### src/rtl/riscv_pkg.sv
// Shared RV32 core definitions: memory-control bit positions, MEM-stage FSM
// states and the byte-swap helper also used by the instruction fetch stage.
package riscv_pkg;

   localparam int MEM_READ_BIT  = 1;
   localparam int MEM_WRITE_BIT = 0;

   typedef enum logic {
      S_IDLE = 1'b0,
      S_BUSY = 1'b1
   } mem_state_e;

   // The cache orders bytes little-endian while the core's word order is big-endian.
   function automatic logic [31:0] byte_swap(input logic [31:0] d);
      return {d[7:0], d[15:8], d[23:16], d[31:24]};
   endfunction

endpackage

### src/rtl/mem_access_stage_if.sv
// Data-cache request/response port between the MEM stage (master) and the cache (slave).
interface mem_access_stage_if;

   logic        DCACHE_ren;
   logic        DCACHE_wen;
   logic [29:0] DCACHE_addr;
   logic [31:0] DCACHE_wdata;
   logic        DCACHE_stall;
   logic [31:0] DCACHE_rdata;

   modport master (
      output DCACHE_ren,
      output DCACHE_wen,
      output DCACHE_addr,
      output DCACHE_wdata,
      input  DCACHE_stall,
      input  DCACHE_rdata
   );

   modport slave (
      input  DCACHE_ren,
      input  DCACHE_wen,
      input  DCACHE_addr,
      input  DCACHE_wdata,
      output DCACHE_stall,
      output DCACHE_rdata
   );

endinterface

### src/rtl/mem_access_stage_stall_counter.sv
// Saturating performance counter of cycles in which the MEM stage stalls the pipe.
module mem_stall_counter #(
   parameter int CNT_W = 32
) (
   input  logic             clk,
   input  logic             rst,
   input  logic             en,
   output logic [CNT_W-1:0] count
);

   always_ff @(posedge clk) begin
      if (rst) begin
         count <= '0;
      end else if (en && (count != {CNT_W{1'b1}})) begin
         count <= count + 1'b1;
      end
   end

endmodule

### src/rtl/mem_access_stage.sv
// MEM stage of the five-stage RV32 core: data-cache load/store handshake,
// pipeline stall generation and the MEM/WB register.
module mem_access_stage
   import riscv_pkg::*;
#(
   parameter bit SWAP_ENDIAN = 1'b1,
   parameter int CNT_W       = 32
) (
   input  logic                      clk,
   input  logic                      rst,
   input  logic                      WriteBack_3,
   input  logic [1:0]                Mem_3,
   input  logic [31:0]               ALU_result_3,
   input  logic [31:0]               writedata_3,
   input  logic [4:0]                Rd_3,
   mem_access_stage_if.master        dcache,
   output logic                      memory_stall,
   output logic                      WriteBack_4,
   output logic [4:0]                Rd_4,
   output logic [31:0]               writeback_data_4,
   output logic [CNT_W-1:0]          stall_cycles
);

   logic        op;
   logic        is_load;
   logic        is_store;
   logic [31:0] store_data;
   logic [31:0] load_data;
   logic [31:0] wb_sel;

   mem_state_e  state;
   mem_state_e  state_next;

   // Illegal 2'b11 decodes as a read because only the read bit is tested for loads.
   assign op       = (|Mem_3) & ~rst;
   assign is_load  = Mem_3[MEM_READ_BIT];
   assign is_store = Mem_3[MEM_WRITE_BIT] & ~Mem_3[MEM_READ_BIT];

   assign store_data = SWAP_ENDIAN ? byte_swap(writedata_3) : writedata_3;
   assign load_data  = SWAP_ENDIAN ? byte_swap(dcache.DCACHE_rdata) : dcache.DCACHE_rdata;

   assign dcache.DCACHE_ren   = op & is_load;
   assign dcache.DCACHE_wen   = op & is_store;
   assign dcache.DCACHE_addr  = op ? ALU_result_3[31:2] : 30'd0;
   assign dcache.DCACHE_wdata = op ? store_data : 32'd0;

   assign memory_stall = op & dcache.DCACHE_stall;

   assign wb_sel = is_load ? load_data : ALU_result_3;

   // Stage 3 stays frozen while stalled, so BUSY needs no copy of the request.
   always_comb begin
      state_next = state;
      case (state)
         S_IDLE: if (op && dcache.DCACHE_stall) state_next = S_BUSY;
         S_BUSY: if (!op || !dcache.DCACHE_stall) state_next = S_IDLE;
         default: state_next = S_IDLE;
      endcase
   end

   always_ff @(posedge clk) begin
      if (rst) begin
         state <= S_IDLE;
      end else begin
         state <= state_next;
      end
   end

   // MEM/WB boundary: hold while the cache is busy.
   always_ff @(posedge clk) begin
      if (rst) begin
         WriteBack_4      <= 1'b0;
         Rd_4             <= 5'd0;
         writeback_data_4 <= 32'd0;
      end else if (!memory_stall) begin
         WriteBack_4      <= WriteBack_3;
         Rd_4             <= Rd_3;
         writeback_data_4 <= wb_sel;
      end
   end

   mem_stall_counter #(
      .CNT_W (CNT_W)
   ) u_stall_cnt (
      .clk   (clk),
      .rst   (rst),
      .en    (memory_stall),
      .count (stall_cycles)
   );

endmodule
### src/flat_wrapper.sv
// flat-port wrapper written by rule: the top's interface ports become plain ports
module mem_access_stage_flat import riscv_pkg::*;
#(
   parameter bit SWAP_ENDIAN = 1'b1,
   parameter int CNT_W       = 32
)
  (clk, rst, WriteBack_3, Mem_3, ALU_result_3, writedata_3, Rd_3, memory_stall, WriteBack_4, Rd_4, writeback_data_4, stall_cycles, dcache_DCACHE_ren, dcache_DCACHE_wen, dcache_DCACHE_addr, dcache_DCACHE_wdata, dcache_DCACHE_stall, dcache_DCACHE_rdata);
  mem_access_stage_if dcache_i ();
  input  logic clk;
  input  logic rst;
  input  logic WriteBack_3;
  input  logic [1:0] Mem_3;
  input  logic [31:0] ALU_result_3;
  input  logic [31:0] writedata_3;
  input  logic [4:0] Rd_3;
  output logic memory_stall;
  output logic WriteBack_4;
  output logic [4:0] Rd_4;
  output logic [31:0] writeback_data_4;
  output logic [CNT_W-1:0] stall_cycles;
  output wire logic [$bits(dcache_i.DCACHE_ren)-1:0] dcache_DCACHE_ren;
  output wire logic [$bits(dcache_i.DCACHE_wen)-1:0] dcache_DCACHE_wen;
  output wire logic [$bits(dcache_i.DCACHE_addr)-1:0] dcache_DCACHE_addr;
  output wire logic [$bits(dcache_i.DCACHE_wdata)-1:0] dcache_DCACHE_wdata;
  input wire logic [$bits(dcache_i.DCACHE_stall)-1:0] dcache_DCACHE_stall;
  input wire logic [$bits(dcache_i.DCACHE_rdata)-1:0] dcache_DCACHE_rdata;
  assign dcache_DCACHE_ren = dcache_i.DCACHE_ren;
  assign dcache_DCACHE_wen = dcache_i.DCACHE_wen;
  assign dcache_DCACHE_addr = dcache_i.DCACHE_addr;
  assign dcache_DCACHE_wdata = dcache_i.DCACHE_wdata;
  assign dcache_i.DCACHE_stall = dcache_DCACHE_stall;
  assign dcache_i.DCACHE_rdata = dcache_DCACHE_rdata;
  mem_access_stage #(.SWAP_ENDIAN(SWAP_ENDIAN), .CNT_W(CNT_W)) u_core (.clk(clk), .rst(rst), .WriteBack_3(WriteBack_3), .Mem_3(Mem_3), .ALU_result_3(ALU_result_3), .writedata_3(writedata_3), .Rd_3(Rd_3), .dcache(dcache_i), .memory_stall(memory_stall), .WriteBack_4(WriteBack_4), .Rd_4(Rd_4), .writeback_data_4(writeback_data_4), .stall_cycles(stall_cycles));
endmodule
### config.mk
export PLATFORM = sky130hd
export DESIGN_NAME = mem_access_stage_flat
export DESIGN_NICKNAME = d
export VERILOG_FILES = /design/src/rtl/riscv_pkg.sv /design/src/rtl/mem_access_stage_if.sv /design/src/rtl/mem_access_stage_stall_counter.sv /design/src/rtl/mem_access_stage.sv /design/src/flat_wrapper.sv
export SDC_FILE = /design/constraint.sdc
export NUM_CORES = 1
export LEC_CHECK = 0
export ABC_CLOCK_PERIOD_IN_PS = 2400
export BUFFER_PORTS_ARGS = -buffer_cell sky130_fd_sc_hd__buf_2
export CAP_MARGIN = 20
export CORE_MARGIN = 2
export CORE_UTILIZATION = 39
export CTS_BUF_LIST = sky130_fd_sc_hd__clkbuf_4 sky130_fd_sc_hd__clkbuf_8 sky130_fd_sc_hd__clkbuf_16
export CTS_CLUSTER_DIAMETER = 40
export DETAILED_ROUTE_END_ITERATION = 7
export MAX_ROUTING_LAYER = met4
export PLACE_DENSITY = 0.74
export SETUP_SLACK_MARGIN = 0.2
export SLEW_MARGIN = 20
export SYNTH_ARGS = -nofsm -noshare
export SYNTH_HDL_FRONTEND = slang
export SYNTH_SLANG_ARGS = --single-unit
### constraint.sdc
create_clock -name clk -period 2.4 [get_ports clk]
set_input_delay 0.48 -clock clk [delete_from_list [all_inputs] [get_ports clk]]
set_output_delay 0.48 -clock clk [all_outputs]
set_load 0.05 [all_outputs]
* Yosys cells after proc, flatten, opt, wreduce, memory -nomap -nowiden
Cells that the tools add are included.
** Storage, ports and cells
- Bits in registers :: 70
- Input bits :: 107
- Logic and storage cells :: 18
** Operators by class
- Add/sub/neg operators :: 1
- Equality and inequality tests :: 1
- Muxes and demuxes :: 3
- Bitwise operators :: 7
- Reduce and logical (&&, ||, !) cells :: 2
** Operator list (number)
- 32-bit 2-to-1 mux :: 2
- 32-bit by 1-bit adder with 32-bit output, second input constant :: 1
- 32-bit != test, second input constant :: 1
- 30-bit 2-to-1 mux :: 1
- 1-bit AND :: 5
- 1-bit NOT :: 2
- 2-bit OR reduction :: 1
- 1-bit logical AND :: 1

* Logic depth before layout (Yosys ltp)
Gate-level depths: netlist of the first run.
- Word-level depth :: 4
- Depth in mapped cells :: 10
- Depth with buffers taken out :: 6

* By module
Synthesis of the first run repeated with hierarchy kept, for this count alone.
** Unflattened totals
- Cells, all modules :: 454
- Area total of the unflattened synthesis :: 3886.2 um^2
** Modules (own cells, without submodules)
- mem_access_stage :: instances 1, cells each 255, area each 2212.1 um^2
- mem_stall_counter :: instances 1, cells each 199, area each 1674.1 um^2

* Worst setup path before layout of the first run
No wires, ideal clock.
- Kind :: input port to output port
- From :: input Mem_3[1]
- To :: output dcache_DCACHE_wen
- Data arrival time :: 2.127 ns
- Data required time :: 1.920 ns
- Setup slack :: -0.207 ns
- Stages on the path :: 3
- Path buffers :: 2
- Cell sequence :: buf_2 buf_1 nor3b_1
** On the way
- Longest elaborated chain between the ends :: 3
- Elaborated cells on any way between the ends :: 5
** RTL lines
- start: declaration :: line flat_wrapper.sv:12 : input logic [1:0] Mem_3;
- 2-bit OR reduction / 1-bit NOT (equally long branches) :: line mem_access_stage.sv:35, mem_access_stage.sv:37
- 1-bit AND (on tied branches) :: line mem_access_stage.sv:35, mem_access_stage.sv:37
- 1-bit AND (*) :: line mem_access_stage.sv:43 : assign dcache.DCACHE_wen = op & is_store;
- end: declaration :: line flat_wrapper.sv:22 : output wire logic [$bits(dcache_i.DCACHE_wen)-1:0] dcache_DCACHE_wen;
Mark *: on every way between the ends. The rest lies on a longest branch, timed or not.

* Worst setup path in the final report of the first run
- From :: input rst
- To :: output dcache_DCACHE_wdata[28]
** On the way
- Longest elaborated chain between the ends :: 3
** RTL lines
- start: declaration :: line flat_wrapper.sv:10 : input logic rst;
- 1-bit NOT :: line mem_access_stage.sv:35 : assign op = (|Mem_3) & ~rst;
- 1-bit AND :: line mem_access_stage.sv:35
- 32-bit 2-to-1 mux :: line mem_access_stage.sv:45 : assign dcache.DCACHE_wdata = op ? store_data : 32'd0;
- end: declaration :: line flat_wrapper.sv:24 : output wire logic [$bits(dcache_i.DCACHE_wdata)-1:0] dcache_DCACHE_wdata;
Every way passes these cells.

==> results summary, run 1 <==
The TritonCTS clock tree is done. The most frequently used cell type in the post-synthesis netlist is sky130_fd_sc_hd__dfxtp_1. The share of synthesized area spent on multiplexers is 10.1%. The setup slack of the most critical reg-to-reg path came out at 0.33 ns.

In this run, CTS created clock tree buffers numbering 9. The count of cell types in the netlist came out at 45. The average footprint of a synthesized cell came out at 8.35 um2. The number of clock sinks seen by CTS is 70. The area growth from synthesis to layout is 42.9%. The number of levels in the clock H-tree came out at 3. The path class of the tightest hold or removal check is in2reg. Yosys attributes the largest share of cell area to sky130_fd_sc_hd__dfxtp_1 38%, sky130_fd_sc_hd__and2_1 11%, sky130_fd_sc_hd__mux2i_1 8.6%, sky130_fd_sc_hd__o31ai_1 8.5%, sky130_fd_sc_hd__nand2_1 5.9%.

The die is 102 um wide. The prevailing post-synth register cell is sky130_fd_sc_hd__dfxtp_1. The simple-gate portion of the synthesized area is 31.3%. The post-route clock period utilization came out at 87.5%.

After clock tree synthesis, the clock-pin slew on the worst setup and hold paths is 0.07 ns. The worst reg2reg path endpoint is u_core.u_stall_cnt.count[27]. The post-synthesis adder-cell area fraction is 0.337%. The critical path is of the in2out type. After the last flow step, the layout net total stands at 789. The average routed wire per standard cell is 15.2 um. After synthesis, the largest family of logic cells by area is simple AND/OR/NAND/NOR gates. The sequential share of the synthesized area is 37.7%.

The start point of the critical path is rst. In the routed design, unresolved DRC markers number 0. The final global-route overflow total is 0. The clock period could shrink to 2.10 ns. Synthesis produced a netlist whose cell count is 445. The placement row count came out at 35. The number of port buffers is 241. The number of antenna violations at the first check in global routing is 2. The maximum clock path buffer count is 2. The arrival time at the worst endpoint came out at 1.62 ns. The number of detailed-route iterations in the first pass came out at 5. Measured against its own limit, the worst slew margin works out to 68.8%.

The flow ran to the end, and the final reports show no timing, DRC or antenna violations. The number of nets with antenna violations after detailed routing is 0. The count of synthesis-stage warnings from yosys came out at 0. The number of pins with negative max-slew slack in the final report came out at 0. STA puts the critical path data required time at 1.92 ns. In this run, placement finished with an instance count of 794. The die covers 10,300 um2.

The total negative slack came out at 0 ns. The number of cells in the finished layout apart from fillers is 815. The power density normalized to cell area is 553 nW/um2. The startpoint of the lowest-slack register-to-register path is u_core.u_stall_cnt.count[16]. For the pin with the worst max-slew slack, the measured transition is 0.464 ns. Across every metal layer, demand over resource in global routing totals 23.0%. The number of synthesized flops with an enable pin came out at 0.

For the worst flop-to-flop path, the logic depth is 5. The number of register bits inferred by synthesis is 70. STA classifies the critical path startpoint as a primary input.

The xor and xnor fraction of the mapped netlist area came out at 0.471%. Following the worst setup path forward leads to its endpoint at dcache_DCACHE_wdata[28]. Detailed placement finished with a half-perimeter wire length of 9.58 mm.

Of all nets on the critical path, the largest fanout is 42. The global-route wire length before repair came out at 18.0 mm. The clock latency on the worst-skew pair is 0.34 ns. The sum of routed wire length over all layers is 12.4 mm.

For this run, asynchronously set or reset flops after synthesis account for 0%. Routability-driven placement finished with a final weighted congestion of 0.903. The via count of the routed design is 4,156. The fraction of synthesized cell area taken by the top area cell type is 37.7%. CTS placed an instance of sky130_fd_sc_hd__clkbuf_8 at the clock tree root. The count of maximum capacitance violations is 0. The core outline area came out at 9240 um2. By count the netlist is led by 70 x sky130_fd_sc_hd__dfxtp_1, 64 x sky130_fd_sc_hd__and2_1, 58 x sky130_fd_sc_hd__nand2_1. The largest total area in the synthesized netlist belongs to sky130_fd_sc_hd__dfxtp_1. 242 I/O pins were placed. The type of element capturing the critical path is an output port. The pin count of the biggest net entering global routing came out at 69. The final hold violation count is 0.

Counting every net in the synthesized netlist gives 553. Setup repair after global routing left no endpoint under its margin. The leakage power figure is 0.00261 uW.

The synthesized cell area came out at 3720 um2. The synthesized netlist devotes 15.8% of its cell area to compound gates. The number of global-route vias before repair came out at 3,618. Based on the critical path, the design can be clocked at up to 476 MHz. The maximum clock skew at final layout came out at 0.0125 ns.

The iteration-0 DRC count of the detailed router is 162. In the routed layout, each cell is associated on average with a via count of 5.10. From bottom edge to top edge, the die measures 102 um.

The initial utilization of the core area, before any placement, comes to 40.2%. The maximum vdd drop is 331 uV. Setup violations remaining at the end of the flow were counted as 0. The fraction of final layout cells sized beyond drive strength 1 is 44.6%. Fill cells in the final layout number 868.

Total power for the finished layout comes to 2940 uW.
## flip-flops by register name (all words and copies together) (netlist names)
signal and count:
u_core.u_stall_cnt.count 32, u_core.WriteBack_4 1, u_core.writeback_data_4 32, u_core.Rd_4 5
## critical path, stage by stage
cell                      delay [ns]
sky130_fd_sc_hd__buf_2          0.12
sky130_fd_sc_hd__o21ba_2        0.28
sky130_fd_sc_hd__buf_6          0.25
sky130_fd_sc_hd__and2_1         0.20
sky130_fd_sc_hd__buf_2          0.27
## worst min path at each step
stage	from	end	slack, ns	depth (start not counted)
after floorplan	u_core.u_stall_cnt.count[14]	u_core.u_stall_cnt.count[14]	0.59	2
after global placement	u_core.writeback_data_4[22]	u_core.writeback_data_4[22]	0.43	2
after detailed placement	u_core.writeback_data_4[26]	u_core.writeback_data_4[26]	0.43	2
after CTS	Rd_3[1]	u_core.Rd_4[1]	0.37	3
after global routing	WriteBack_3	u_core.WriteBack_4	0.39	3
final	Rd_3[1]	u_core.Rd_4[1]	0.39	3
## layer usage
layer	wire length, um	vias up	GRT usage, %
met3	931	11	5.24
met4	138	0	6.55
met2	6020	163	36.9
met1	5290	1910	28.8
li1	-	2072	-
met5	0	-	-
## cell families (layout without fill, tap and decap cells)
| kind of cell | count (synthesis) | after routing |
|---|---|---|
| simple gates | 206 | 206 |
| compound gates | 90 | 90 |
| flops | 70 | 70 |
| buf+inv | 39 | 278 |
| mux | 37 | 37 |
| xor+xnor | 2 | 2 |
| fa+ha+maj | 1 | 1 |
| other cells | 0 | 2 |
## cell type report
type | instances | area (um2) | area share (%)
antenna | 2 | 5.00 | 0.0942
clock buffer | 13 | 173 | 3.25
clock inverter | 1 | 5.00 | 0.0942
inverter | 5 | 18.8 | 0.353
multi-input combinational | 336 | 2170 | 40.8
sequential | 70 | 1430 | 26.8
tap | 129 | 161 | 3.04
timing repair buffer | 259 | 1360 | 25.6
## metrics by stage
step / cell area, um2 / hold slack (ns) / util (%) / setup slack, ns
2_1_floorplan: 3750 / 0.588 / - / 0.208
3_3_place_gp: 5090 / 0.430 / 55.0 / 0.233
3_5_place_dp: 5090 / 0.435 / 55.0 / 0.222
4_1_cts: 5260 / 0.372 / 57.0 / 0.225
5_1_grt: 5310 / 0.392 / 57.5 / 0.171
6_report: 5310 / 0.386 / 57.5 / 0.301
## placed cells by master (no fill, tap or decap), types with 12 or more instances in the layout
master / netlist / routed
sky130_fd_sc_hd__a21oi_1: 20 / 20
sky130_fd_sc_hd__and2_1: 64 / 64
sky130_fd_sc_hd__buf_2: 8 / 241
sky130_fd_sc_hd__buf_4: 1 / 16
sky130_fd_sc_hd__clkbuf_8: 0 / 12
sky130_fd_sc_hd__dfxtp_1: 70 / 50
sky130_fd_sc_hd__dfxtp_2: 0 / 20
sky130_fd_sc_hd__mux2i_1: 32 / 32
sky130_fd_sc_hd__nand2_1: 58 / 58
sky130_fd_sc_hd__nand3_1: 12 / 12
sky130_fd_sc_hd__o21ai_0: 17 / 17
sky130_fd_sc_hd__o31ai_1: 42 / 42
## power by group
part / internal [uW] / switching, uW / total (uW)
sequential: 1220 / 26.0 / 1240
clock: 459 / 406 / 865
combinational: 227 / 601 / 827
## repair_timing
action / 4_1_cts / 5_1_grt
buffers inserted: 0 / 5
setup endpoints to repair: 0 / 31
resized for setup: 0 / 2
hold buffers: 0 / 0
No activity file was read; power rests on OpenSTA's default activity.
==> run 2: changes to the inputs <==
RECOVER_POWER = 50   (was unset)
==> results summary, run 2 (synthesized netlist as in run 1, its figures left out) <==
The worst hold slack is 0.385 ns (-0.00114 ns). The met2 routing resource usage after global routing is 36.9% (unchanged). The horizontal extent of the die is 102 um (unchanged). The pin count of the biggest net entering global routing is 69 (unchanged). The half-perimeter wire length after detailed placement is 9.58 mm (unchanged). The hold path depth is 3 (unchanged). The required time of the critical path came out at 1.92 ns (about the same).

The path with the worst hold slack has its endpoint at u_core.Rd_4[1]. The register share of total power was 42.7% (+0.3 points). The vertical die dimension came out at 102 um (unchanged). The I/O pin total is 242 (unchanged). The internal power consumption is 1880 uW (-1.0%). The post-layout utilization of the core came to 56.3% (-1.2 points). The setup slack of the most critical reg-to-reg path came out at 0.33 ns (about the same). The switching share of power came out at 35.4% (+0.26 points). The largest registers in the layout are u_core.u_stall_cnt.count (32), u_core.writeback_data_4 (32), u_core.Rd_4 (5). The met1 track demand over resource in global routing came out at 28.8% (unchanged). The via count of the routed design came out at 4,157 (+0.024%).

TritonCTS built the clock tree. The tree is rooted in a sky130_fd_sc_hd__clkbuf_8. The power density normalized to cell area is 561 nW/um2 (+1.4%). STA classifies the critical path endpoint as an output port. Setup repair after global routing left no endpoint under its margin.

The clock edge transition at the registers on the reported setup and hold paths came out at 0.07 ns (about the same). The fraction of final layout cells sized beyond drive strength 1 came out at 33.9% (-11 points). The number of levels in the clock H-tree came to 3 (unchanged). The number of detailed-route iterations in the first pass is 4 (-1). The post-detailed-route DRC marker count came out at 0 (unchanged).

The total of endpoints with negative setup slack in the final report is 0 (unchanged). The number of port buffers is 241 (unchanged). The final weighted congestion of routability-driven global placement was 0.903 (unchanged). The flow ran to the end, and the final reports show no timing, DRC or antenna violations. The switching power total came out at 1030 uW (about the same). The final hold violation count came out at 0 (unchanged).

The number of clock sinks seen by CTS came out at 70 (unchanged). The worst slew slack as a fraction of its limit is 50.0% (-19 points). The total negative slack is 0 ns (unchanged). The number of buffers created by CTS is 9 (unchanged).

The leakage power figure is 0.00233 uW (-11%). The sum of routed wire length over all layers is 12.5 mm (+0.69%). The fmax came out at 459 MHz (-3.6%). The average routed wire per standard cell came to 15.3 um (+0.69%).

The final design area excluding fillers came out at 5200 um2 (-2.0%). The number of cells in the finished layout apart from fillers came to 815 (unchanged). The count of maximum capacitance violations is 0 (unchanged). The number of nets with antenna violations after detailed routing came out at 0 (unchanged). The global-route usage over all layers is 23.0% (unchanged). The initial cell density of the core is 40.2% (unchanged). The top fanout value on the critical path came out at 15 (-64%). The met3 usage in global routing is 5.24% (unchanged). The instance area after placement came out at 5090 um2 (unchanged). The number of fill cells in the layout is 908 (+4.6%). The layout net count is 789 (unchanged). The combinational share of power came out at 27.7% (-0.5 points). The maximum clock path buffer count came out at 2 (unchanged).

The slowest stage of the critical path belongs to the cell sky130_fd_sc_hd__clkbuf_2. The signal on the critical path passes through clkbuf_1 > clkbuf_2 > nor2b_2 > buf_2. The per-cell via count in the routed design came out at 5.10 (about the same). In this run the critical register-to-register path is captured at u_core.u_stall_cnt.count[19]. The worst-margin pin slew came out at 0.749 ns (+0.285 ns). The combined area of the multi-input logic cells was 2170 um2 (unchanged).

The maximum clock skew at final layout came to 0.00842 ns (-0.00411 ns). The layer flagged by global routing as most heavily used is met2. The core outline area is 9240 um2 (unchanged). The worst path buffer plus inverter count came out at 3 (unchanged). The minimum period implied by the final worst setup slack is 2.18 ns (+0.0776 ns). The arrival time at the worst endpoint came out at 1.70 ns (+0.08 ns). The number of pins with negative max-slew slack in the final report came out at 0 (unchanged). The area enclosed by the die boundary came out at 10,300 um2 (unchanged).

The post-route clock period utilization came out at 90.7% (+3.2 points). On the critical path the largest part of the delay comes from buffers and inverters. The startpoint identified for the worst hold timing path is Rd_3[1]. The delay of the slowest cell on the worst path came out at 0.53 ns (+0.25 ns). The type of the worst setup path is in2out.

The iteration-0 DRC count of the detailed router was 176 (+8.6%). The clock latency on the worst-skew pair came out at 0.33 ns (about the same). The nature of the critical path startpoint is a primary input. The number of global-route vias before repair is 3,618 (unchanged). The number of cells in the design after placement is 794 (unchanged). The share of power burned in the clock network came out at 29.6% (about the same). The combined flip-flop and latch cell area came out at 1430 um2 (unchanged).

The final global-route overflow total came to 0 (unchanged). The library cells used most frequently in the layout, excluding fill and tap cells, are 170 x sky130_fd_sc_hd__buf_2, 71 x sky130_fd_sc_hd__clkbuf_1, 64 x sky130_fd_sc_hd__and2_1, 58 x sky130_fd_sc_hd__nand2_1, 50 x sky130_fd_sc_hd__dfxtp_1. The path class of the tightest hold or removal check is in2reg. The library cell used most frequently in the layout, excluding fill and tap cells, is sky130_fd_sc_hd__buf_2.

The placement row count is 35 (unchanged). The global-route wire length before repair is 18.0 mm (unchanged). The count of cells along the worst register-to-register path came out at 5 (unchanged). The number of antenna violations at the first check in global routing came out at 2 (unchanged).

The area growth from synthesis to layout is 40.0%. The quantity of hold-fixing buffers added after cts is 0 (unchanged). The maximum vdd drop is 340 uV (+2.7%).

The startpoint of the lowest-slack register-to-register path is u_core.u_stall_cnt.count[7].
## run 2: tightest hold or removal path, delay by kind of cell
| family | cells | cell delay (ns) |
|---|---|---|
| buffers and inverters | 1 | 0.09 |
| AO/OA/AOI/OAI | 1 | 0.05 |
| AND/OR/NAND/NOR | 1 | 0.04 |
## run 2: worst max-delay path by stage
stage,startpoint,depth (start not counted),slack [ns],end
floorplan,Mem_3[1],7,0.21,memory_stall
global placement,rst,5,0.23,dcache_DCACHE_wdata[28]
detailed placement,rst,6,0.22,u_core.u_stall_cnt.count[27]
CTS,rst,5,0.23,dcache_DCACHE_wdata[28]
global route,rst,4,0.15,dcache_DCACHE_wen
finish,Mem_3[1],4,0.22,dcache_DCACHE_ren
## run 2: cell type report
| class | count | share of cell area (%) |
|---|---|---|
| inverter | 5 | 0.361 |
| timing repair buffer | 259 | 24.0 |
| clock buffer | 13 | 3.32 |
| clock inverter | 1 | 0.0962 |
| antenna | 2 | 0.0962 |
| multi-input combinational | 336 | 41.6 |
| tap | 129 | 3.10 |
| sequential | 70 | 27.4 |
## run 2: timing repair
action | 4_1_cts | 5_1_grt
setup endpoints to repair | 0 | 31
buffers inserted | 0 | 5
resized for setup | 0 | 2
## run 2: power groups by stage
stage / Clock (uW) / Combinational (uW) / Sequential, uW
floorplan: 0 / 384 / 1470
CTS: 901 / 832 / 1240
finish: 863 / 808 / 1250
global route: 947 / 853 / 1250
global placement: 0 / 823 / 1270
detailed placement: 0 / 831 / 1270
## run 2: layer usage
layer / wire length [um] / up-vias / part of all wire (%)
met5: 0 / - / 0
met4: 170 / 0 / 1.4
met1: 5360 / 1911 / 43
met2: 6010 / 162 / 48
li1: - / 2070 / -
met3: 922 / 14 / 7.4
## run 2: metrics by stage
stage          total power [uW]  setup WS [ns]
2_1_floorplan              1850          0.208
3_3_place_gp               2090          0.233
3_5_place_dp               2100          0.222
4_1_cts                    2980          0.225
5_1_grt                    3050          0.153
6_report                   2920          0.223
==> run 3: changes to the inputs <==
ABC_CLOCK_PERIOD_IN_PS = 2750   (was 2400)
clock period = 2.75 ns   (was 2.4 ns; I/O delays follow)
==> results summary, run 3 (synthesized netlist as in run 1, its figures left out) <==
The switching power total is 936 uW (-9.4%). The setup slack of the most critical reg-to-reg path is 0.46 ns (+0.13 ns). The switching share of power is 35.4% (about the same). The number of nets with antenna violations after detailed routing was 0 (unchanged). The total of endpoints with negative setup slack in the final report was 0 (unchanged). The worst setup slack after layout is 0.332 ns (+0.109 ns). The top fanout value on the critical path is 62 (+47). STA classifies the critical path endpoint as an output port. The total power of the final layout came out at 2640 uW (-9.3%). The per-cell via count in the routed design is 5.07 (-0.51%). The sum of routed wire length over all layers came out at 11.9 mm (-4.8%).

The area enclosed by the die boundary is 10,300 um2 (unchanged). The required time of the critical path is 2.20 ns (+0.28 ns). The worst hold slack is 0.452 ns (+0.0674 ns). The via count of the routed design came to 4,095 (-1.5%). The initial cell density of the core was 40.2% (unchanged). The worst slew slack as a fraction of its limit came out at 8.53% (-42 points). The flow ran to the end, and the final reports show no timing, DRC or antenna violations. The final hold violation count came out at 0 (unchanged). The arrival time at the worst endpoint came out at 1.87 ns (+0.17 ns).

The number of buffers created by CTS is 9 (unchanged). The number of port buffers is 241 (unchanged). The post-detailed-route DRC marker count came out at 0 (unchanged). The maximum clock skew at final layout came to 0.00737 ns (-0.00105 ns). The clock latency on the worst-skew pair is 0.34 ns (about the same). By startpoint and endpoint, the worst setup path is classified as in2out. The worst path uses 87.9% of the clock period.

The worst hold path terminates at u_core.WriteBack_4. The worst-margin pin slew is 1.37 ns (+0.623 ns). The count of maximum capacitance violations is 0 (unchanged). The internal power consumption came out at 1710 uW (-9.3%).

The startpoint of the lowest-slack register-to-register path is u_core.u_stall_cnt.count[0]. The combinational share of power is 26.5% (-1.2 points). The fraction of final layout cells sized beyond drive strength 1 is 30.2% (-3.7 points). The number of global-route vias before repair came out at 3,452 (-4.6%).

The number of clock sinks seen by CTS is 70 (unchanged). The quantity of hold-fixing buffers added after cts came out at 0 (unchanged). The global-route wire length before repair came to 16.9 mm (-6.0%). Timing would allow up to 414 MHz. The leakage power figure is 0.00228 uW (-2.2%). The layout net count came out at 781 (-1.0%).

The count of cells along the worst register-to-register path came out at 7 (+2). The hold path depth is 3 (unchanged). The I/O pin total is 242 (unchanged). The global-route usage over all layers came to 21.2% (-1.8 points). The number of cells in the design after placement is 791 (-0.38%). The placement row count came out at 35 (unchanged). The start point of the critical path is rst. The pin count of the biggest net entering global routing came out at 73 (+5.8%). The post-CTS setup repair buffer count is 0 (unchanged). The number of antenna violations at the first check in global routing is 0 (-2). The top cell types in the final layout, fill and taps aside, are 171 x sky130_fd_sc_hd__buf_2, 71 x sky130_fd_sc_hd__clkbuf_1, 70 x sky130_fd_sc_hd__dfxtp_1, 64 x sky130_fd_sc_hd__and2_1, 58 x sky130_fd_sc_hd__nand2_1. The clock edge transition at the registers on the reported setup and hold paths came out at 0.08 ns (about the same). The total negative slack was 0 ns (unchanged). The vertical die dimension came to 102 um (unchanged).

The core outline area came to 9240 um2 (unchanged). STA classifies the critical path startpoint as a primary input. The half-perimeter wire length after detailed placement came out at 9.10 mm (-5.1%).

The number of cells in the finished layout apart from fillers was 807 (-0.98%). The maximum clock path buffer count is 2 (unchanged). The share of power burned in the clock network is 32.4% (+2.8 points). The final weighted congestion of routability-driven global placement came to 0.910 (+0.68%). The path class of the tightest hold or removal check is in2reg. The power density normalized to cell area came out at 514 nW/um2 (-8.4%). The number of antenna repair diodes came out at 0 (-2). The area growth from synthesis to layout came out at 38.5%. TritonCTS built the clock tree. The CTS root buffer is sky130_fd_sc_hd__clkbuf_8.

The worst reg2reg path endpoint is u_core.u_stall_cnt.count[27]. The worst hold path begins at WriteBack_3. The number of pins with negative max-slew slack in the final report came out at 0 (unchanged). The number of detailed-route iterations in the first pass was 4 (unchanged). The number of resized instances in the post-cts repair step is 0 (unchanged).

The largest registers in the layout are u_core.u_stall_cnt.count (32), u_core.writeback_data_4 (32), u_core.Rd_4 (5). The final global-route overflow total is 0 (unchanged). The register share of total power is 41.1% (-1.6 points). The most common library cell in the layout ignoring fill and taps is sky130_fd_sc_hd__buf_2. Setup repair after global routing left no endpoint under its margin. The worst slack at placement is 0.381 ns (+0.159 ns).

The average routed wire per standard cell is 14.7 um (-3.8%). The iteration-0 DRC count of the detailed router is 115 (-35%). The number of levels in the clock H-tree is 3 (unchanged).

The minimum period implied by the final worst setup slack came out at 2.42 ns. The maximum vdd drop came out at 277 uV (-19%). The horizontal extent of the die came out at 102 um (unchanged).
run 3: power groups by stage:
stage	sequential [uW]	combinational, uW	clock [uW]
after global routing	1090	736	923
after global placement	1110	707	0
after detailed placement	1110	717	0
after CTS	1090	718	878
final	1090	701	857
after floorplan	1280	335	0
run 3: critical path, stage by stage:
cell and delay (ns):
sky130_fd_sc_hd__buf_2 0.10, sky130_fd_sc_hd__o21ba_1 0.28, sky130_fd_sc_hd__buf_4 0.41, sky130_fd_sc_hd__and2_1 0.22, sky130_fd_sc_hd__buf_2 0.27
run 3: layout make-up:
type / instances / area, um2
Multi-Input combinational cell: 336 / 2160
Tap cell: 129 / 161
Timing Repair Buffer: 251 / 1200
Fill cell: 914 / 4090
Inverter: 5 / 18.8
Clock inverter: 5 / 57.6
Clock buffer: 11 / 151
Sequential cell: 70 / 1400
run 3: how the worst max path moves through the flow:
stage                              end  slack (ns)  cells after the start
2_1_floorplan        dcache_DCACHE_ren        0.25                      3
3_3_place_gp   dcache_DCACHE_wdata[18]        0.44                      5
3_5_place_dp   dcache_DCACHE_wdata[18]        0.38                      5
4_1_cts        dcache_DCACHE_wdata[18]        0.38                      5
5_1_grt                 u_core.Rd_4[4]        0.16                      6
6_report       dcache_DCACHE_wdata[18]        0.33                      5
run 3: layer usage:
metal	part of all wire, %	track usage [%]	vias up
li1	-	-	2049
met1	41	24.9	1876
met2	51	36.7	150
met3	6.0	3.59	20
met4	1.5	6.96	0
met5	0	-	-
run 3: metrics by stage:
stage,area [um2],util (%)
after floorplan,3720,-
after global placement,5040,54.5
after detailed placement,5040,54.5
after CTS,5250,56.8
after global routing,5150,55.7
final,5150,55.7
